`config.mk`:
```
export PLATFORM = sky130hd
export DESIGN_NAME = mul_pipe_hs
export DESIGN_NICKNAME = d
export VERILOG_FILES = /design/src/rtl/mul_pipe_pkg.sv /design/src/rtl/mul_pipe_slice.sv /design/src/rtl/mul_pipe_hs.sv
export SDC_FILE = /design/constraint.sdc
export NUM_CORES = 2
export LEC_CHECK = 0
export ABC_AREA = 1
export CORE_ASPECT_RATIO = 0.9
export CORE_MARGIN = 4
export CORE_UTILIZATION = 53
export CTS_CLUSTER_DIAMETER = 30
export DETAILED_ROUTE_END_ITERATION = 10
export DONT_BUFFER_PORTS = 1
export HOLD_SLACK_MARGIN = 0.1
export PLACE_DENSITY = 0.71
export SLEW_MARGIN = 10
export SYNTH_ARGS = -nofsm -noshare
export SYNTH_HDL_FRONTEND = slang
export SYNTH_HIERARCHICAL = 1
export SYNTH_SLANG_ARGS = --single-unit
```
`constraint.sdc`:
```
create_clock -name clk -period 4.2 [get_ports clk]
set_clock_uncertainty 0.05 [all_clocks]
set_input_delay 0.84 -clock clk [delete_from_list [all_inputs] [get_ports clk]]
set_output_delay 0.84 -clock clk [all_outputs]
set_load 0.02 [all_outputs]
```
`src/rtl/mul_pipe_pkg.sv`:
```
// Shared helpers for the mul_pipe_hs mantissa/exponent multiplier pipe.
// The stage payload struct lives in the top because its field widths follow the top's parameters.
package mul_pipe_pkg;

  localparam int STAGES_MAX = 4;

  function automatic int bias(input int expo_w);
    return (1 << (expo_w - 1)) - 1;
  endfunction

  // Packed width of one stage payload {sign, expo, mant, side}.
  function automatic int payload_w(input int expo_w, input int mant_w, input int side_w);
    return 1 + (expo_w + 2) + (2 * mant_w + 2) + side_w;
  endfunction

endpackage

```
`src/rtl/mul_pipe_slice.sv`:
```
// One valid/data register slice with bubble-collapsing ready logic.
// ready is combinational from down_ready, so a full chain passes backpressure in one cycle.
module mul_pipe_slice
  import mul_pipe_pkg::*;
#(
  parameter int W = 8
) (
  input  logic         clk,
  input  logic         rst,
  input  logic         flush,
  input  logic         up_valid,
  input  logic [W-1:0] up_data,
  input  logic         down_ready,
  output logic         ready,
  output logic         valid,
  output logic [W-1:0] data
);

  assign ready = !valid || down_ready;

  always_ff @(posedge clk or posedge rst) begin
    if (rst) begin
      valid <= 1'b0;
    end else if (flush) begin
      valid <= 1'b0;
    end else if (ready) begin
      valid <= up_valid;
    end
  end

  // Data is only captured on a real transfer so a stalled beat stays stable; flush leaves it alone.
  always_ff @(posedge clk or posedge rst) begin
    if (rst) begin
      data <= '0;
    end else if (!flush && ready && up_valid) begin
      data <= up_data;
    end
  end

endmodule

```
`src/rtl/mul_pipe_hs.sv`:
```
// Handshake FP multiply core: sign, biased exponent sum and full mantissa product over STAGES slices.
// Optional performance counters are enabled by defining MUL_PIPE_PERF_EN.
module mul_pipe_hs
  import mul_pipe_pkg::*;
#(
  parameter int EXPO_W = 8,
  parameter int MANT_W = 23,
  parameter int STAGES = 2,
  parameter int SIDE_W = 16
) (
  input  logic                     clk,
  input  logic                     rst,
  input  logic                     flush,
  input  logic                     in_valid,
  output logic                     in_ready,
  input  logic                     a_sign,
  input  logic                     b_sign,
  input  logic [EXPO_W-1:0]        a_expo,
  input  logic [EXPO_W-1:0]        b_expo,
  input  logic [MANT_W-1:0]        a_mant,
  input  logic [MANT_W-1:0]        b_mant,
  input  logic                     a_sub,
  input  logic                     b_sub,
  input  logic [SIDE_W-1:0]        side_in,
  output logic                     out_valid,
  input  logic                     out_ready,
  output logic                     sign_1,
  output logic signed [EXPO_W+1:0] expo_1,
  output logic [2*MANT_W+1:0]      mant_1,
  output logic [SIDE_W-1:0]        side_out,
  output logic                     busy
`ifdef MUL_PIPE_PERF_EN
  ,
  output logic [31:0]              beat_cnt,
  output logic [31:0]              stall_cnt
`endif
);

  typedef struct packed {
    logic                     sign;
    logic signed [EXPO_W+1:0] expo;
    logic [2*MANT_W+1:0]      mant;
    logic [SIDE_W-1:0]        side;
  } payload_t;

  localparam int PW = $bits(payload_t);
  localparam logic signed [EXPO_W+1:0] BIAS_S = (EXPO_W + 2)'(bias(EXPO_W));

  if (STAGES < 1 || STAGES > STAGES_MAX) begin : g_bad_stages
    $error("mul_pipe_hs: STAGES must be in 1..%0d", STAGES_MAX);
  end

  if (PW != payload_w(EXPO_W, MANT_W, SIDE_W)) begin : g_bad_width
    $error("mul_pipe_hs: payload width mismatch");
  end

  payload_t                 in_pl;
  payload_t                 out_pl;
  logic signed [EXPO_W+1:0] ea;
  logic signed [EXPO_W+1:0] eb;
  logic [MANT_W:0]          ma;
  logic [MANT_W:0]          mb;

  // Subnormals read their exponent as 1 and drop the hidden bit; the extra two exponent bits avoid wrap.
  always_comb begin
    ea = a_sub ? (EXPO_W + 2)'(1) : (EXPO_W + 2)'(a_expo);
    eb = b_sub ? (EXPO_W + 2)'(1) : (EXPO_W + 2)'(b_expo);
    ma = {~a_sub, a_mant};
    mb = {~b_sub, b_mant};
    in_pl.sign = a_sign ^ b_sign;
    in_pl.expo = ea + eb - BIAS_S;
    in_pl.mant = (2 * MANT_W + 2)'(ma) * (2 * MANT_W + 2)'(mb);
    in_pl.side = side_in;
  end

  logic          stage_valid [STAGES];
  logic [PW-1:0] stage_data  [STAGES];
  logic          stage_ready [STAGES+1];

  assign stage_ready[STAGES] = out_ready;

  for (genvar k = 0; k < STAGES; k++) begin : g_stage
    logic          up_v;
    logic [PW-1:0] up_d;

    if (k == 0) begin : g_head
      assign up_v = in_valid;
      assign up_d = in_pl;
    end else begin : g_body
      assign up_v = stage_valid[k-1];
      assign up_d = stage_data[k-1];
    end

    mul_pipe_slice #(.W(PW)) u_slice (
      .clk        (clk),
      .rst        (rst),
      .flush      (flush),
      .up_valid   (up_v),
      .up_data    (up_d),
      .down_ready (stage_ready[k+1]),
      .ready      (stage_ready[k]),
      .valid      (stage_valid[k]),
      .data       (stage_data[k])
    );
  end

  assign in_ready  = !flush && stage_ready[0];
  assign out_valid = stage_valid[STAGES-1];
  assign out_pl    = payload_t'(stage_data[STAGES-1]);
  assign sign_1    = out_pl.sign;
  assign expo_1    = out_pl.expo;
  assign mant_1    = out_pl.mant;
  assign side_out  = out_pl.side;

  always_comb begin
    busy = 1'b0;
    for (int k = 0; k < STAGES; k++) begin
      busy = busy | stage_valid[k];
    end
  end

`ifdef MUL_PIPE_PERF_EN
  // Counters survive flush and simply wrap; only reset clears them.
  always_ff @(posedge clk or posedge rst) begin
    if (rst) begin
      beat_cnt  <= '0;
      stall_cnt <= '0;
    end else begin
      if (out_valid && out_ready) beat_cnt <= beat_cnt + 32'd1;
      if (out_valid && !out_ready) stall_cnt <= stall_cnt + 32'd1;
    end
  end
`endif

endmodule

```
==> metrics.txt <==
# TYPE chip_impl_metric gauge
chip_impl_metric{name="synth_edf_count",unit=""} 0
chip_impl_metric{name="detailedPlacementHpwl",unit="µm"} 53600
chip_impl_metric{name="effective_utilization_at_floorplan",unit=""} 0.536
chip_impl_metric{name="die_h",unit="µm"} 222
chip_impl_metric{name="place_congestion",unit=""} 0.920
chip_impl_metric{name="initial_antenna_violation_count",unit=""} 0
chip_impl_info{name="synth_most_common_cell",value="nand2_1"} 1
chip_impl_metric{name="timing.reg2reg.worst_path_depth",unit=""} 6
chip_impl_metric{name="fp.dieArea",unit="mm²"} 0.0547
chip_impl_info{name="path_common_cell",value="fa_1"} 1
chip_impl_metric{name="cts.htree.levels",unit=""} 4
chip_impl_metric{name="hold_violations",unit=""} 0
chip_impl_info{name="hp-class",value="in2async"} 1
chip_impl_metric{name="route.detailed.wl_per_inst",unit="µm"} 16.5
chip_impl_metric{name="drt_wl_total",unit="µm"} 70800
chip_impl_metric{name="grt_pass1_wl",unit="µm"} 117000
chip_impl_metric{name="track_usage",unit=""} 0.267
chip_impl_metric{name="detail_route.drc_violations",unit=""} 0
chip_impl_info{name="critical_path.slowest_cell",value="fa_1"} 1
chip_impl_metric{name="synth_seq_area_share",unit=""} 0.141
chip_impl_metric{name="layout_cell_share_with_drive_strength_beyond_1",unit=""} 0.149
chip_impl_metric{name="clk_transition_reported_paths",unit="ns"} 0.06
chip_impl_metric{name="tritoncts_buffers",unit=""} 17
chip_impl_metric{name="antennaDiodeCount",unit=""} 0
chip_impl_metric{name="synthesis.area",unit="mm²"} 0.0271
chip_impl_metric{name="drt_first_iter_violations",unit=""} 1544
chip_impl_metric{name="pin_count_of_the_biggest_net_entering_global_routing",unit=""} 76
chip_impl_metric{name="final-max-slew-violation-count",unit=""} 0
chip_impl_metric{name="num_vias",unit=""} 21800
chip_impl_metric{name="floorplan.die.width",unit="µm"} 246
chip_impl_metric{name="share_of_async_settable_or_async_resettable_flops_after_synthesis",unit=""} 1.00
chip_impl_info{name="crit-reg2reg-launch",value="g_stage[1].u_slice/valid$_DFFE_PP0P_"} 1
chip_impl_metric{name="synth.avg_cell_area",unit="µm²"} 7.51
chip_impl_metric{name="fin_crit_sh",unit=""} 1.39
chip_impl_info{name="synth.cells.most_frequent",value="nand2_1 (1,183), inv_1 (1,022), fa_1 (483)"} 1
chip_impl_info{name="post_synth_main_area_contributors",value="fa_1 (36%), nand2_1 (16%), inv_1 (14%)"} 1
chip_impl_metric{name="detailedRoute.firstPassIterationCount",unit=""} 5
chip_impl_metric{name="first_global_vias",unit=""} 22700
chip_impl_metric{name="numPortBuffers",unit=""} 0
chip_impl_info{name="status",value="finished with violations"} 1
chip_impl_metric{name="postSynthNetCount",unit=""} 4361
chip_impl_metric{name="synthesis.yosys.warnings",unit=""} 6
chip_impl_metric{name="clkSinkCount",unit=""} 152
chip_impl_metric{name="ioPinCount",unit=""} 165
chip_impl_metric{name="seq_cells_post_synth",unit=""} 152
chip_impl_metric{name="syn_inst",unit=""} 3602
chip_impl_metric{name="worst_slew_margin_rel",unit=""} 0.343
chip_impl_metric{name="finalWorstSetupSlack",unit="ns"} -1.65
chip_impl_metric{name="finalSetupTns",unit="ns"} -56.23
chip_impl_metric{name="global_route.overflow_total",unit=""} 0
chip_impl_metric{name="cp_slowest_stage_delay",unit="ns"} 0.58
chip_impl_metric{name="synth_top_cell_area_share",unit=""} 0.357
chip_impl_metric{name="core-area",unit="mm²"} 0.0505
chip_impl_info{name="rsz_0062_raised_after_global_routing",value="true"} 1
chip_impl_metric{name="post-route-util",unit=""} 0.603
chip_impl_metric{name="regToRegSetupSlack",unit="ns"} 1.75
chip_impl_metric{name="finalInstanceArea",unit="mm²"} 0.0304
chip_impl_info{name="clock_tree.root_cell",value="clkbuf_16"} 1
chip_impl_metric{name="dpl-instance-area",unit="mm²"} 0.0288
chip_impl_metric{name="synth.distinct_cells",unit=""} 31
chip_impl_metric{name="worstSkewPairLatency",unit="ns"} 0.41
chip_impl_metric{name="cp_max_fo",unit=""} 24
chip_impl_info{name="synth.largest_area_cell",value="fa_1"} 1
chip_impl_info{name="synth_ff_type",value="dfrtp_1"} 1
chip_impl_metric{name="cap_violations",unit=""} 0
chip_impl_metric{name="finalSetupViolations",unit=""} 40
chip_impl_metric{name="max_root_sink_buffers",unit=""} 2
chip_impl_info{name="cts_tree",value="yes"} 1
chip_impl_metric{name="area_growth_syn_to_layout",unit="%"} 12.5
chip_impl_info{name="start_kind",value="input port"} 1
chip_impl_info{name="critPathKind",value="in2reg"} 1
chip_impl_metric{name="fill_cells",unit=""} 4554
chip_impl_metric{name="antenna_viol_nets_final",unit=""} 0
chip_impl_metric{name="period_minus_slack",unit="ns"} 5.85
chip_impl_info{name="r2r-end",value="g_stage[0].u_slice/data[73]$_DFFE_PP0P_"} 1
chip_impl_metric{name="tightestPinTransition",unit="ns"} 0.985
chip_impl_info{name="failed_checks",value="setup timing"} 1
chip_impl_info{name="cp-end-kind",value="flip-flop"} 1
chip_impl_metric{name="rows",unit=""} 78
chip_impl_metric{name="cp_data_arrival_time",unit="ns"} 6.14
chip_impl_metric{name="vias_per_cell",unit=""} 5.09
chip_impl_metric{name="ctsHoldBuffers",unit=""} 0
chip_impl_metric{name="achievable-frequency",unit="GHz"} 0.171
chip_impl_metric{name="cp.required",unit="ns"} 4.49
chip_impl_metric{name="nets",unit=""} 4357
==> registers in the layout, indices dropped and copies added, names as in the netlist <==
register / cells
g_stage.u_slice/valid: 2
g_stage.u_slice/data: 150
==> cell usage in the layout, fill, tap and decap left out, types with 18 or more instances in the layout <==
cell type,netlist,routed
buf_4,6,101
inv_1,1022,943
inv_2,3,77
xor2_1,27,21
nand3_1,183,170
nand2_2,13,103
buf_6,10,20
ha_1,189,151
dfrtp_1,152,152
ha_4,0,33
nor2_1,108,77
fa_1,483,468
nand2_4,0,41
a21oi_1,34,18
nand2_1,1183,1046
nor2_4,4,34
==> worst max-delay path by stage <==
stage | start | end | slack, ns | cells past startpoint
global placement | a_mant[20] | g_stage[0].u_slice/data[62]$_DFFE_PP0P_ | -2.07 | 24
detailed placement | b_mant[12] | g_stage[0].u_slice/data[56]$_DFFE_PP0P_ | -2.10 | 26
floorplan | a_mant[13] | g_stage[0].u_slice/data[56]$_DFFE_PP0P_ | -1.82 | 29
finish | b_mant[5] | g_stage[0].u_slice/data[57]$_DFFE_PP0P_ | -1.65 | 26
CTS | b_mant[12] | g_stage[0].u_slice/data[56]$_DFFE_PP0P_ | -1.64 | 28
global route | b_mant[12] | g_stage[0].u_slice/data[48]$_DFFE_PP0P_ | -1.83 | 28
==> layout make-up <==
cell class / count / area, µm² / area share
Multi-Input combinational cell: 2278 / 20300 / 0.669
Inverter: 1027 / 3870 / 0.127
Sequential cell: 152 / 3800 / 0.125
Timing Repair Buffer: 122 / 1000 / 0.0330
Tap cell: 680 / 851 / 0.0280
Clock buffer: 17 / 425 / 0.0140
Clock inverter: 15 / 134 / 0.00440
==> metrics by stage <==
step / setup slack, ns / std cells / hold WS (ns)
after detailed placement: -2.10 / 4239 / 0.410
final: -1.65 / 4291 / 0.404
after floorplan: -1.82 / 3602 / 0.393
after global routing: -1.83 / 4291 / 0.416
after CTS: -1.64 / 4278 / 0.418
after global placement: -2.07 / 4239 / 0.404
==> metal layers <==
layer  vias to the layer above  global-route usage  part of all wire
li1                      10100                   -                 -
met1                     10800               0.352              0.40
met2                       740               0.460              0.50
met3                       162              0.0343             0.062
met4                         0              0.0823             0.034
met5                         -                   0                 0
==> critical path: cells and delay by family <==
family,cells,cell delay [ns]
compound gates,1,0.08
fa+ha+maj,8,3.95
buf+inv,5,0.23
simple gates,12,1.02
==> what timing repair did <==
item | CTS | global route
resized for setup | 165 | 133
setup buffers | 7 | 14
endpoints found under the setup margin | 40 | 40
pin swaps | 134 | 143
==> logic make-up after synthesis <==
group / count (synthesis) / share of synthesized area
compound gates: 48 / 0.00985
xor+xnor: 34 / 0.0110
fa+ha+maj: 672 / 0.445
buf+inv: 1172 / 0.168
flops: 152 / 0.141
simple gates: 1524 / 0.226
Power is left out: the tool's default activity adds up to more than one toggle a clock period on the data nets, which glitch-free logic cannot reach.
